`config.mk`:
```
export PLATFORM = sky130hd
export DESIGN_NAME = pc_gen
export DESIGN_NICKNAME = d
export VERILOG_FILES = /design/src/rtl/pc_gen.sv
export SDC_FILE = /design/constraint.sdc
export NUM_CORES = 1
export LEC_CHECK = 0
export BUFFER_PORTS_ARGS = -buffer_cell sky130_fd_sc_hd__buf_2
export CAP_MARGIN = 10
export CORE_ASPECT_RATIO = 1.2
export CORE_MARGIN = 2
export CORE_UTILIZATION = 43
export CTS_CLUSTER_DIAMETER = 30
export DETAILED_ROUTE_END_ITERATION = 8
export HOLD_SLACK_MARGIN = 0.03
export PLACE_DENSITY = 0.79
export SYNTH_ARGS = -nofsm -noshare
export SYNTH_HDL_FRONTEND = slang
export SYNTH_SLANG_ARGS = --single-unit
```
`constraint.sdc`:
```
create_clock -name clk -period 2.9 [get_ports clk]
set_input_delay 0.435 -clock clk [delete_from_list [all_inputs] [get_ports clk]]
set_output_delay 0.435 -clock clk [all_outputs]
set_load 0.005 [all_outputs]
```
`src/rtl/pc_gen.sv`:
```
`default_nettype none
// pc_gen: fetch-PC generator with fixed-priority redirects and a one-entry stall buffer.
// Optional macro PC_ALIGN_CHECK_EN: misaligned targets are kept and flagged on pc_adef.
module pc_gen #(
  parameter int              PC_W        = 32,
  parameter logic [PC_W-1:0] RESET_VEC   = 32'h1c000000,
  parameter int              FETCH_BYTES = 4,
  parameter int              N_REDIR     = 3
) (
  input  logic                    clk,
  input  logic                    rst,
  input  logic                    stall,
  input  logic                    exc_valid,
  input  logic [PC_W-1:0]         exc_target,
  input  logic                    ertn_valid,
  input  logic [PC_W-1:0]         ertn_target,
  input  logic [N_REDIR-1:0]      redir_valid,
  input  logic [N_REDIR*PC_W-1:0] redir_target,
  output logic [PC_W-1:0]         pc,
  output logic                    pc_valid,
  output logic [PC_W-1:0]         seq_npc,
  output logic                    pend_valid,
  output logic                    pc_adef
);

  localparam logic [PC_W-1:0] STEP = PC_W'(FETCH_BYTES);

  typedef enum logic [1:0] {
    S_BOOT = 2'd0,
    S_RUN  = 2'd1,
    S_PEND = 2'd2
  } state_t;

  state_t          state, state_nx;
  logic [PC_W-1:0] pc_nx;
  logic [PC_W-1:0] pend_tgt, pend_tgt_nx;
  logic [1:0]      pend_lvl, pend_lvl_nx;
  logic [PC_W-1:0] evt_tgt;
  logic [1:0]      evt_lvl;
  logic            evt;

`ifdef PC_ALIGN_CHECK_EN
  localparam int OFF_W = $clog2(FETCH_BYTES);

  function automatic logic [PC_W-1:0] align(input logic [PC_W-1:0] t);
    return t;
  endfunction
`else
  localparam logic [PC_W-1:0] ALIGN_MASK = ~(STEP - PC_W'(1));

  function automatic logic [PC_W-1:0] align(input logic [PC_W-1:0] t);
    return t & ALIGN_MASK;
  endfunction
`endif

  // Later assignments win: scan redirects from lowest priority up, then ertn, then exc.
  always_comb begin
    evt_lvl = 2'd0;
    evt_tgt = '0;
    for (int i = N_REDIR - 1; i >= 0; i--) begin
      if (redir_valid[i]) begin
        evt_lvl = 2'd1;
        evt_tgt = redir_target[i*PC_W +: PC_W];
      end
    end
    if (ertn_valid) begin
      evt_lvl = 2'd2;
      evt_tgt = ertn_target;
    end
    if (exc_valid) begin
      evt_lvl = 2'd3;
      evt_tgt = exc_target;
    end
  end

  assign evt = (evt_lvl != 2'd0);

  always_comb begin
    state_nx    = state;
    pc_nx       = pc;
    pend_tgt_nx = pend_tgt;
    pend_lvl_nx = pend_lvl;
    case (state)
      S_BOOT: state_nx = S_RUN;
      S_RUN: begin
        if (evt && stall) begin
          pend_tgt_nx = evt_tgt;
          pend_lvl_nx = evt_lvl;
          state_nx    = S_PEND;
        end else if (evt) begin
          pc_nx = align(evt_tgt);
        end else if (!stall) begin
          pc_nx = seq_npc;
        end
      end
      S_PEND: begin
        // Equal-or-higher level replaces the buffer; lower level is dropped.
        if (evt && (evt_lvl >= pend_lvl)) begin
          pend_tgt_nx = evt_tgt;
          pend_lvl_nx = evt_lvl;
        end
        if (!stall) begin
          pc_nx    = align(pend_tgt_nx);
          state_nx = S_RUN;
        end
      end
      default: state_nx = S_BOOT;
    endcase
  end

  always_ff @(posedge clk) begin
    if (rst) begin
      state    <= S_BOOT;
      pc       <= RESET_VEC;
      pend_tgt <= '0;
      pend_lvl <= 2'd0;
    end else begin
      state    <= state_nx;
      pc       <= pc_nx;
      pend_tgt <= pend_tgt_nx;
      pend_lvl <= pend_lvl_nx;
    end
  end

`ifdef PC_ALIGN_CHECK_EN
  // Sequential steps keep the low bits, so the flag tracks every pc update.
  always_ff @(posedge clk) begin
    if (rst) begin
      pc_adef <= 1'b0;
    end else begin
      pc_adef <= |pc_nx[OFF_W-1:0];
    end
  end
`else
  assign pc_adef = 1'b0;
`endif

  assign seq_npc    = pc + STEP;
  assign pc_valid   = (state != S_BOOT);
  assign pend_valid = (state == S_PEND);

endmodule
`default_nettype wire

```
==> Flow_metrics.wiki <==
{| class="wikitable"
! Metric !! Value
|-
| Status || complete, no violations
|-
| Critical R2R Capture || pend_tgt[14]
|-
| Area added between synthesis and finish || 34.9%
|-
| Transition at the pin with the smallest max-transition slack || 812 ps
|-
| Count of hold-fix buffers inserted at cts || 0
|-
| Fraction of power consumed by sequential logic || 0.342
|-
| Fraction of the yosys area taken by sequential cells || 0.268
|-
| Ratio of cells with drive above 1 in the final layout || 0.332
|-
| Sort of element at the end of the critical path || primary output
|-
| First-pass DRT Iterations || 5
|-
| Tot GR Track Use || 0.298
|-
| Depth of the worst hold-timing path || 2
|-
| Category of the most critical setup path || reg -> out
|-
| Part of the total power dissipated in combinational logic || 0.341
|-
| Cell taking the most area after synthesis || dfxtp_1
|-
| Cells after Synth || 657
|-
| Wire length of the first global-routing pass || 28400 um
|-
| Finished layout cell area || 6440 um^2
|-
| Synth async-reset ratio || 0
|-
| Hold Violations, Final || 0
|-
| Clock network fraction of design power || 0.316
|-
| Syn Std Cell Area || 4780 um^2
|-
| Footprint of the multi-input gates || 3190 um^2
|-
| Crit path required time || 2470 ps
|-
| Antenna Violating Nets Remaining || 0
|-
| Largest net degree at the start of global routing || 38
|-
| Critical Path Start || pc[11]
|-
| Most repeated cell in the gate-level netlist after synthesis || nand2_1
|-
| Die Wd || 100 um
|-
| Design internal power || 2.26 mW
|-
| Number of enable flip-flop cells after synthesis || 0
|-
| Maximum capacitance violations || 0
|-
| Via-per-instance ratio || 5.94
|-
| VDD IR max || 317 uV
|-
| Area of the core || 10900 um^2
|-
| Post-synth top flop || dfxtp_1
|-
| Placed Instance Area || 6110 um^2
|-
| Antenna violations before repair || 2
|-
| Register area || 1280 um^2
|-
| Gp weighted congestion || 0.878
|-
| Number of global-route vias before repair || 5607
|-
| Final standard cell utilization of the core || 0.590
|-
| Share of Yosys cell area claimed by the top area cell type || 0.268
|-
| Register-to-register setup slack || 430 ps
|-
| Total power || 3.45 mW
|-
| Effective utilization at floorplan || 0.437
|-
| Clock net sink count || 64
|-
| Final max-slew violation count || 0
|-
| # IOs || 235
|-
| Post-place setup slack || -7.81 ps
|-
| Synth top area cells || dfxtp_1 (27%), a21oi_1 (7.0%), a221oi_1 (5.9%)
|-
| Unrepaired setup endpoints after global routing || no
|-
| Fill cell instance count of the final layout || 1057
|-
| Final net count || 1043
|-
| Leakage power summed over all cells || 2.89 nW
|-
| Die Y-Extent || 119 um
|-
| Capturing instance or port of the critical path || seq_npc[30]
|-
| Hold WC Path Type || reg -> reg
|-
| Synthesized area per cell || 7.27 um^2
|-
| I/O Buffers || 219
|-
| Area of the die || 12000 um^2
|-
| Crit path arrival time || 2330 ps
|-
| Setup TNS Final || 0 ps
|-
| Total setup violations reported at the end of the flow || 0
|-
| Library cells used by synthesis || 63
|-
| Startpoint Class || register
|-
| Post-CTS Setup Inserts || 0
|-
| Total of flip-flops plus latches after synthesis || 64
|-
| HPWL after DPL || 14000 um
|-
| Clk_skew || 5.16 ps
|-
| Switching share of power || 0.345
|-
| Clk root buf || clkbuf_16
|-
| Minimum setup slack in the final design || 139 ps
|-
| Clock-pin slew on the worst setup and hold paths || 50 ps
|-
| TritonCTS clock tree || yes
|-
| Number of CTS-inserted buffers || 9
|-
| Worst rel slew slack || 0.457
|-
| Critical path's slowest cell || or4_4
|-
| Yosys warnings || 0
|-
| Average detailed-routed wire length per instance || 17.8 um
|-
| Start of the worst register-to-register path || state[0]
|-
| Worst Path Max Fanout || 6
|-
| Highest cell delay on the worst timing path || 650 ps
|-
| Final worst path period need || 2760 ps
|-
| Period utilization || 0.952
|-
| Cell chain of the critical path || nand4_2 > or4_4 > nor2_8 > nand4_1 > xnor2_1 > buf_2
|-
| Switching power total || 1.19 mW
|-
| PD cells || 536 nW/um^2
|-
| Maximum buffer depth of the clock tree || 2
|-
| Post-detailed-route DRC marker count || 0
|-
| Leading cell types by count after synthesis || nand2_1 (70), a21oi_1 (67), dfxtp_1 (64)
|-
| Number of cell instances on the worst register-to-register path || 9
|-
| Max Freq || 362 MHz
|-
| DRT Wirelength || 18000 um
|-
| First-iteration detailed-routing DRC count || 523
|-
| Clock insertion delay at the later pin of the skew report || 330 ps
|-
| Via total after detailed routing || 6001
|-
| Number of placement rows || 42
|-
| Grt ovf || 0
|-
| CTS H-tree lvls || 3
|}
flip-flops by register name, summed over array words and instances, names as in the netlist:
name and cells:
state 2, pc 30, pend_tgt 30, pend_lvl 2
routing by layer:
metal / up-vias / routed length [um] / GRT usage / part of all wire
li1: 2880 / - / - / -
met1: 2749 / 7330 / 0.382 / 0.41
met2: 337 / 8460 / 0.497 / 0.47
met3: 35 / 1750 / 0.0575 / 0.097
met4: 0 / 493 / 0.100 / 0.027
met5: - / 0 / 0 / 0
cells in the final DEF (no fill, tap or decap), types with 4 or more instances in the layout:
cell       count
nand3_1       18
mux2i_1        5
a211oi_1      11
nor3_1        24
or3_1          5
xnor2_1       16
nand2b_1       9
and2_1         6
nand2_1       70
a21boi_0       7
conb_1         5
o21ai_0       51
a221o_1       10
diode_2        5
clkbuf_16      9
nor2_1        46
a21oi_1       66
nand4_1        9
ha_1           6
inv_1         23
a22oi_1       18
nor4_1         4
o221ai_1       6
mux2_2         4
and4_1         4
buf_2        219
a31oi_1        9
buf_4         36
xor2_1        12
o21a_1         6
dfxtp_1       63
a221oi_1      32
metrics by stage:
stage,hold WS [ps],std cells
2_1_floorplan,431,661
3_3_place_gp,440,990
3_5_place_dp,447,990
4_1_cts,454,1006
5_1_grt,481,1008
6_report,454,1011
worst max-delay path, delay by kind of cell, from the launching register on:
family	cells	cell delay, ps
xor gates and xnor gates	1	190
buffers and inverters	1	130
DFF	1	440
and+or+nand+nor	4	1230
power by group through the flow:
stage               clock [mW]  sequential, mW  combinational (mW)
global route              1.14            1.21                1.30
floorplan                    0            1.16               0.668
global placement             0            1.19                1.14
detailed placement           0            1.19                1.16
CTS                       1.10            1.18                1.17
finish                    1.09            1.18                1.18
how the worst min path moves through the flow:
stage | slack [ps] | startpoint | to
after floorplan | 430 | pend_tgt[18] | pend_tgt[18]
after global placement | 440 | pend_tgt[27] | pend_tgt[27]
after detailed placement | 450 | pend_tgt[17] | pend_tgt[17]
after CTS | 450 | pend_tgt[17] | pend_tgt[17]
after global routing | 480 | pend_tgt[11] | pend_tgt[11]
final | 450 | pend_tgt[24] | pend_tgt[24]
cell families after synthesis:
logic type,count (synthesis),share of synthesized area
DFF,64,0.268
muxes,9,0.0199
adders and majority gates,6,0.0157
xor gates and xnor gates,28,0.0513
other,1,0.000785
and+or+nand+nor,215,0.220
AOI/OAI and AO/OA,251,0.351
buffers and inverters,83,0.0725
final cells by class:
cell class | count | share of cell area
Inverter | 23 | 0.0134
Multi-Input combinational cell | 514 | 0.495
Timing Repair Buffer | 257 | 0.218
Clock buffer | 13 | 0.0404
Sequential cell | 64 | 0.199
Antenna cell | 5 | 0.00194
Clock inverter | 3 | 0.00621
Tap cell | 132 | 0.0256
what timing repair did:
action                                  CTS  global route
gates resized for setup                   1             3
pin swaps                                 0             0
gates cloned                              0             0
endpoints found under the setup margin    1             2
(Power assumes the default switching activity.)
